<file path="config.mk">
export PLATFORM = sky130hd
export DESIGN_NAME = cpu6_mmu_bus_flat
export DESIGN_NICKNAME = d
export VERILOG_FILES = /design/src/rtl/cpu6_bus_pkg.sv /design/src/rtl/cpu6_mmu_bus_if.sv /design/src/rtl/cpu6_page_map.sv /design/src/rtl/cpu6_mmu_bus.sv /design/src/flat_wrapper.sv
export SDC_FILE = /design/constraint.sdc
export NUM_CORES = 2
export LEC_CHECK = 0
export CORE_MARGIN = 2
export CORE_UTILIZATION = 55
export DETAILED_ROUTE_END_ITERATION = 7
export PLACE_DENSITY = 0.72
export SYNTH_ARGS = -nofsm -noshare
export SYNTH_HDL_FRONTEND = slang
export SYNTH_HIERARCHICAL = 1
export SYNTH_SLANG_ARGS = --single-unit
</file>
<file path="constraint.sdc">
create_clock -name clock -period 58.7 [get_ports clock]
set_input_delay 11.74 -clock clock [delete_from_list [all_inputs] [get_ports clock]]
set_output_delay 11.74 -clock clock [all_outputs]
set_load 0.02 [all_outputs]
</file>
<file path="src/rtl/cpu6_bus_pkg.sv">
// Shared types and constants for the CPU6 memory-side bus stage.
package cpu6_bus_pkg;

    typedef enum logic [1:0] {
        ST_IDLE   = 2'd0,
        ST_XLATE  = 2'd1,
        ST_ACCESS = 2'd2,
        ST_DONE   = 2'd3
    } state_t;

    localparam logic [5:0] IO_FRAME_HI = 6'b111111;

    localparam int unsigned WP_BIT    = 7;
    localparam int unsigned FRAME_MSB = 6;
    localparam int unsigned FRAME_LSB = 0;
    localparam int unsigned PAGE_MSB  = 15;
    localparam int unsigned PAGE_LSB  = 11;

    // Frames 7'h7E and 7'h7F are the I/O window.
    function automatic logic is_io_frame(input logic [6:0] frame);
        return frame[6:1] == IO_FRAME_HI;
    endfunction

endpackage

</file>
<file path="src/rtl/cpu6_mmu_bus_if.sv">
// Core-side request bus, map/context port and physical memory bus of the MMU stage.
interface cpu6_mmu_bus_if;
    logic [15:0] cpu_addr;
    logic [7:0]  cpu_wdata;
    logic        cpu_re;
    logic        cpu_we;
    logic [7:0]  cpu_rdata;
    logic        cpu_busy;
    logic        cpu_done;
    logic        cpu_fault;
    logic        ctx_we;
    logic [1:0]  ctx_wdata;
    logic        map_we;
    logic [6:0]  map_addr;
    logic [7:0]  map_wdata;
    logic [17:0] mem_addr;
    logic [7:0]  mem_wdata;
    logic        mem_re;
    logic        mem_we;
    logic [7:0]  mem_rdata;

    modport master (
        output cpu_addr, cpu_wdata, cpu_re, cpu_we,
        output ctx_we, ctx_wdata, map_we, map_addr, map_wdata,
        output mem_rdata,
        input  cpu_rdata, cpu_busy, cpu_done, cpu_fault,
        input  mem_addr, mem_wdata, mem_re, mem_we
    );

    modport slave (
        input  cpu_addr, cpu_wdata, cpu_re, cpu_we,
        input  ctx_we, ctx_wdata, map_we, map_addr, map_wdata,
        input  mem_rdata,
        output cpu_rdata, cpu_busy, cpu_done, cpu_fault,
        output mem_addr, mem_wdata, mem_re, mem_we
    );
endinterface

</file>
<file path="src/rtl/cpu6_page_map.sv">
// 128-entry page map: {wp, frame[6:0]} per {ctx, page}, resets to identity, unprotected.
module cpu6_page_map (
    input  logic       clock,
    input  logic       reset,
    input  logic       i_we,
    input  logic [6:0] i_waddr,
    input  logic [7:0] i_wdata,
    input  logic [6:0] i_raddr,
    output logic [7:0] o_rdata
);
    logic [7:0] r_mem [128];

    always_ff @(posedge clock or posedge reset) begin
        if (reset) begin
            for (int unsigned i = 0; i < 128; i++) begin
                r_mem[i] <= {3'b000, 5'(i)};
            end
        end else if (i_we) begin
            r_mem[i_waddr] <= i_wdata;
        end
    end

    // Combinational read returns the pre-write value during a same-cycle write.
    assign o_rdata = r_mem[i_raddr];

endmodule

</file>
<file path="src/rtl/cpu6_mmu_bus.sv">
// CPU6 MMU bus stage: logical->physical translation, write protect, wait-stated bus cycles.
module cpu6_mmu_bus #(
    parameter int unsigned WAIT_MEM = 1,
    parameter int unsigned WAIT_IO  = 3
) (
    input  logic          clock,
    input  logic          reset,
    cpu6_mmu_bus_if.slave bus
);
    import cpu6_bus_pkg::*;

    state_t      r_state;
    state_t      w_next;
    logic [15:0] r_addr;
    logic [7:0]  r_wdata;
    logic        r_is_write;
    logic [1:0]  r_ctx;
    logic [3:0]  r_cnt;
    logic [17:0] r_mem_addr;
    logic [7:0]  r_mem_wdata;
    logic [7:0]  r_rdata;
    logic        r_fault;

    logic [6:0]  w_map_idx;
    logic [7:0]  w_entry;
    logic [6:0]  w_frame;
    logic        w_accept;
    logic        w_prot;

    assign w_map_idx = {r_ctx, r_addr[PAGE_MSB:PAGE_LSB]};
    assign w_frame   = w_entry[FRAME_MSB:FRAME_LSB];
    assign w_prot    = r_is_write & w_entry[WP_BIT];

    cpu6_page_map u_map (
        .clock   (clock),
        .reset   (reset),
        .i_we    (bus.map_we),
        .i_waddr (bus.map_addr),
        .i_wdata (bus.map_wdata),
        .i_raddr (w_map_idx),
        .o_rdata (w_entry)
    );

    always_ff @(posedge clock or posedge reset) begin
        if (reset) r_state <= ST_IDLE;
        else       r_state <= w_next;
    end

    always_comb begin
        w_next        = r_state;
        w_accept      = 1'b0;
        bus.mem_re    = 1'b0;
        bus.mem_we    = 1'b0;
        bus.cpu_busy  = 1'b1;
        bus.cpu_done  = 1'b0;
        bus.cpu_fault = 1'b0;
        case (r_state)
            ST_IDLE: begin
                bus.cpu_busy = 1'b0;
                if (bus.cpu_re || bus.cpu_we) begin
                    w_accept = 1'b1;
                    w_next   = ST_XLATE;
                end
            end
            ST_XLATE: w_next = w_prot ? ST_DONE : ST_ACCESS;
            ST_ACCESS: begin
                bus.mem_re = ~r_is_write;
                bus.mem_we = r_is_write;
                if (r_cnt == '0) w_next = ST_DONE;
            end
            ST_DONE: begin
                bus.cpu_done  = 1'b1;
                bus.cpu_fault = r_fault;
                w_next        = ST_IDLE;
            end
            default: w_next = ST_IDLE;
        endcase
    end

    always_ff @(posedge clock or posedge reset) begin
        if (reset) begin
            r_addr      <= '0;
            r_wdata     <= '0;
            r_is_write  <= 1'b0;
            r_ctx       <= '0;
            r_cnt       <= '0;
            r_mem_addr  <= '0;
            r_mem_wdata <= '0;
            r_rdata     <= '0;
            r_fault     <= 1'b0;
        end else begin
            if (bus.ctx_we) r_ctx <= bus.ctx_wdata;
            if (w_accept) begin
                r_addr     <= bus.cpu_addr;
                r_wdata    <= bus.cpu_wdata;
                r_is_write <= bus.cpu_we;
                r_fault    <= 1'b0;
            end
            case (r_state)
                ST_XLATE: begin
                    if (w_prot) begin
                        r_fault <= 1'b1;
                    end else begin
                        r_mem_addr  <= {w_frame, r_addr[PAGE_LSB-1:0]};
                        r_mem_wdata <= r_wdata;
                        r_cnt       <= is_io_frame(w_frame) ? 4'(WAIT_IO) : 4'(WAIT_MEM);
                    end
                end
                ST_ACCESS: begin
                    if (r_cnt != '0)      r_cnt   <= r_cnt - 4'd1;
                    else if (!r_is_write) r_rdata <= bus.mem_rdata;
                end
                default: ;
            endcase
        end
    end

    assign bus.mem_addr  = r_mem_addr;
    assign bus.mem_wdata = r_mem_wdata;
    assign bus.cpu_rdata = r_rdata;

endmodule

</file>
<file path="src/flat_wrapper.sv">
// flat-port wrapper written by rule: the top's interface ports become plain ports
module cpu6_mmu_bus_flat import cpu6_bus_pkg::*;
#(
    parameter int unsigned WAIT_MEM = 1,
    parameter int unsigned WAIT_IO  = 3
)
  (clock, reset, bus_cpu_addr, bus_cpu_wdata, bus_cpu_re, bus_cpu_we, bus_ctx_we, bus_ctx_wdata, bus_map_we, bus_map_addr, bus_map_wdata, bus_mem_rdata, bus_cpu_rdata, bus_cpu_busy, bus_cpu_done, bus_cpu_fault, bus_mem_addr, bus_mem_wdata, bus_mem_re, bus_mem_we);
  cpu6_mmu_bus_if bus_i ();
  input  logic clock;
  input  logic reset;
  input wire logic [$bits(bus_i.cpu_addr)-1:0] bus_cpu_addr;
  input wire logic [$bits(bus_i.cpu_wdata)-1:0] bus_cpu_wdata;
  input wire logic [$bits(bus_i.cpu_re)-1:0] bus_cpu_re;
  input wire logic [$bits(bus_i.cpu_we)-1:0] bus_cpu_we;
  input wire logic [$bits(bus_i.ctx_we)-1:0] bus_ctx_we;
  input wire logic [$bits(bus_i.ctx_wdata)-1:0] bus_ctx_wdata;
  input wire logic [$bits(bus_i.map_we)-1:0] bus_map_we;
  input wire logic [$bits(bus_i.map_addr)-1:0] bus_map_addr;
  input wire logic [$bits(bus_i.map_wdata)-1:0] bus_map_wdata;
  input wire logic [$bits(bus_i.mem_rdata)-1:0] bus_mem_rdata;
  output wire logic [$bits(bus_i.cpu_rdata)-1:0] bus_cpu_rdata;
  output wire logic [$bits(bus_i.cpu_busy)-1:0] bus_cpu_busy;
  output wire logic [$bits(bus_i.cpu_done)-1:0] bus_cpu_done;
  output wire logic [$bits(bus_i.cpu_fault)-1:0] bus_cpu_fault;
  output wire logic [$bits(bus_i.mem_addr)-1:0] bus_mem_addr;
  output wire logic [$bits(bus_i.mem_wdata)-1:0] bus_mem_wdata;
  output wire logic [$bits(bus_i.mem_re)-1:0] bus_mem_re;
  output wire logic [$bits(bus_i.mem_we)-1:0] bus_mem_we;
  assign bus_i.cpu_addr = bus_cpu_addr;
  assign bus_i.cpu_wdata = bus_cpu_wdata;
  assign bus_i.cpu_re = bus_cpu_re;
  assign bus_i.cpu_we = bus_cpu_we;
  assign bus_i.ctx_we = bus_ctx_we;
  assign bus_i.ctx_wdata = bus_ctx_wdata;
  assign bus_i.map_we = bus_map_we;
  assign bus_i.map_addr = bus_map_addr;
  assign bus_i.map_wdata = bus_map_wdata;
  assign bus_i.mem_rdata = bus_mem_rdata;
  assign bus_cpu_rdata = bus_i.cpu_rdata;
  assign bus_cpu_busy = bus_i.cpu_busy;
  assign bus_cpu_done = bus_i.cpu_done;
  assign bus_cpu_fault = bus_i.cpu_fault;
  assign bus_mem_addr = bus_i.mem_addr;
  assign bus_mem_wdata = bus_i.mem_wdata;
  assign bus_mem_re = bus_i.mem_re;
  assign bus_mem_we = bus_i.mem_we;
  cpu6_mmu_bus #(.WAIT_MEM(WAIT_MEM), .WAIT_IO(WAIT_IO)) u_core (.clock(clock), .reset(reset), .bus(bus_i));
endmodule
</file>
==> summary.txt <==
Routing
  – WL/cell: 27.6 um
  – Number of vias per cell: approximately 6.3
  – Detailed Route WL: between 100000 and 150000 um
  – Antenna-violating nets left: 0
  – DRT iter0 DRCs: 1975
  – DR vias: 26900
  – Remaining DRCs: 0
  – Drt first pass iters: 5

STA
  – Worst slew pin tran: 1.29 ns
  – RSZ-0062 raised after global routing: false
  – Setup violators final: 0
  – Fin crit share: 0.272
  – Rel. slew slack: 0.131
  – Fmax achieved: 62.6 MHz
  – Post-layout min period: between 15 and 20 ns
  – Final setup margin: 42.73 ns
  – Setup TNS: 0 ns
  – Final Max Tran Viols: 0
  – Setup Skew: 0.0248 ns
  – Hold Fails Final Rpt: 0

Global routing
  – Vias in the first global route: 29600
  – First-pass GRT wire length: 185000 um
  – GRT Residual Overflow: 0
  – Initial antenna violation count: 5
  – Gr usage total: 0.261
  – Largest net degree at the start of global routing: about 190

Min path
  – Worst hold endpoint: u_core/bus.mem_addr[9]
  – Worst hold path class: register to register
  – Min-delay src: u_core/r_addr[9]
  – Hold Path Stages: 1

Logic synthesis
  – Syn avg cell area: 16.7 um2
  – Post-synthesis sequential area ratio: 0.558
  – Syn_nets: 3039
  – Synth cell types: 41
  – Yosys top cell by area: dfrtp_1
  – Share of the synthesized area in the top cell type: 0.389
  – Synthesized area: 0.0497 mm2
  – Synth warn: 6
  – Cell count after synthesis: just under 3000
  – #FFs+latches synth: 1092
  – Prevailing post-synth register cell: dfrtp_1
  – Number of synthesized flops with an enable pin: 0
  – Synth async-reset ratio: 1.00
  – Ranking of synthesized cells by area: dfrtp_1, mux2_2, dfstp_2

Status
  – Status: complete, no violations

Floorplan
  – Ports: 94
  – FP Rows: 110
  – Die H: 305 um
  – Die Width: 305 um
  – Core area: 0.0897 mm2
  – Die footprint: approximately 0.093 mm2
  – Effective utilization at floorplan: 0.554

Clock network
  – CTS tree: yes
  – Max Root-Sink Buffers: 3
  – CTS buffer count: about 110
  – CTS root buffer: clkbuf_16
  – CTS resizes: 0
  – Later-pin clock latency in the skew report: 0.70 ns
  – H-tree depth: 3
  – Hold Buf Count CTS: 0
  – Sink Count: between 1000 and 1500
  – Clock slew at reported path FFs: 0.06 ns
  – Post-CTS setup repair buffer count: 0

Cells and area
  – Area growth from synthesis to layout: 11.9%
  – Design area: 0.0556 mm2
  – Share of layout cells above drive strength 1: 0.646
  – Filler cells: 6364
  – Multi-input logic area: 0.0211 mm2
  – NumNets Final: 3068
  – Antenna diodes: 0
  – Storage element area: approximately 0.028 mm2

Worst setup path
  – CP endpoint kind: async pin
  – CP Class: primary input to async pin
  – CP Max Fanout: roughly 120
  – R2r endpoint: u_core/bus.mem_addr[0]
  – CP Launch Type: primary input
  – Worst R2R Setup Slack: 52.49 ns
  – Worst R2R Path Depth: 9
  – Arr. time, crit path: between 15 and 20 ns
  – Critical R2R Launch: u_core/r_addr[11]
  – CP Data Required Time: 59.39 ns
  – Critical Path Start: reset

Power
  – PD cells: 39.7 mW/mm2
  – Leak: 24.6 nW
  – Peak VDD IR: between 0.03 and 0.04 mV

Place
  – IO buf count: 93
  – Dpl ws: about 42 ns
  – Placer's final routability congestion estimate: slightly below 0.8
  – Cell Area, Placed: just over 0.05 mm2
  – Post-DP HPWL: 74500 um

Run
  – MaxCap Viol Count: 0
==> metal layers <==
metal | vias up | global-route usage | part of all wire
li1 | 11200 | - | -
met1 | 14800 | 0.365 | 0.43
met2 | 632 | 0.424 | 0.50
met3 | 179 | 0.0411 | 0.049
met4 | 4 | 0.0837 | 0.029
met5 | - | 0 | 0.00022
==> registers in the layout, indices dropped and copies added, names as in the netlist <==
register	count
u_core/r_addr	16
u_core/r_cnt	4
u_core/bus.mem_addr	18
u_core/r_wdata	8
u_core/r_ctx	2
u_core/r_fault	1
u_core/r_is_write	1
u_core/r_state	2
u_core/bus.cpu_rdata	8
u_core/u_map/r_mem	1024
u_core/bus.mem_wdata	8
==> per-stage QoR <==
step	std cells	util	total power, mW	hold WS (ns)
after floorplan	2977	-	1.30	0.439
after global placement	4067	0.575	1.45	0.468
after detailed placement	4067	0.575	1.47	0.476
after CTS	4283	0.619	2.23	0.494
after global routing	4283	0.619	2.29	0.505
final	4283	0.619	2.20	0.492
==> worst max path at each step <==
stage	to	slack [ns]	cells after the start
3_3_place_gp	u_core/u_map/r_mem[337]	42.07	6
5_1_grt	u_core/u_map/r_mem[798]	41.91	6
2_1_floorplan	u_core/u_map/r_mem[1000]	18.67	1
4_1_cts	u_core/u_map/r_mem[798]	42.51	6
6_report	u_core/u_map/r_mem[373]	42.73	6
3_5_place_dp	u_core/u_map/r_mem[337]	41.79	6
==> kinds of logic after synthesis <==
| logic type | after synthesis | share of synthesized area |
|---|---|---|
| flops | 1092 | 0.558 |
| simple gates | 204 | 0.0188 |
| fa+ha+maj | 7 | 0.00176 |
| mux | 1430 | 0.400 |
| buf+inv | 231 | 0.0189 |
| compound gates | 13 | 0.00217 |
==> power by group <==
group / leakage, nW / internal, mW / switching [mW]
sequential: 13.7 / 0.848 / 0.0623
clock: 1.94 / 0.451 / 0.303
combinational: 9.00 / 0.272 / 0.269
total: 24.6 / 1.57 / 0.634
==> cells in the final DEF, fill, tap and decap left out, drive strengths merged, types with 2 or more instances in the layout <==
cell type	count
nor3b	2
nor3	13
ha	7
a211oi	2
clkdlybuf4s50	85
nand4b	2
nand2	82
dfrtp	772
mux2	1094
nand3	8
clkinv	23
bufinv	14
and2	2
or3	2
nor2	59
clkinvlp	5
nor2b	9
nand2b	8
o21ai	4
clkbuf	170
and3	3
dfstp	320
inv	12
nand4	6
buf	52
nor4	5
mux4	336
==> area by class of cell <==
class,instances,share of cell area
inverter,8,0.000675
multi-input combinational,1654,0.379
timing repair buffer,137,0.0232
tap,1176,0.0265
clock buffer,170,0.0593
sequential,1092,0.499
clock inverter,46,0.0123
==> cells in the mapped netlist (3+ instances only) <==
cell / n
nand4_1: 6
buf_2: 23
mux4_2: 336
nor3_1: 13
nand3_1: 8
and3_1: 3
inv_1: 8
ha_1: 7
buf_4: 8
mux2_2: 1092
dfrtp_1: 772
nand2_1: 81
nand2b_1: 8
o21ai_0: 3
nor2b_1: 9
dfstp_2: 320
buf_1: 20
nor4_2: 3
nor2_1: 59
clkbuf_1: 170
==> critical path, stage by stage <==
cell and delay (ns):
clkdlybuf4s50_1 0.52, inv_8 0.55, buf_4 0.81, buf_4 0.97, buf_4 0.93, buf_4 0.90
(Power assumes the default switching activity.)
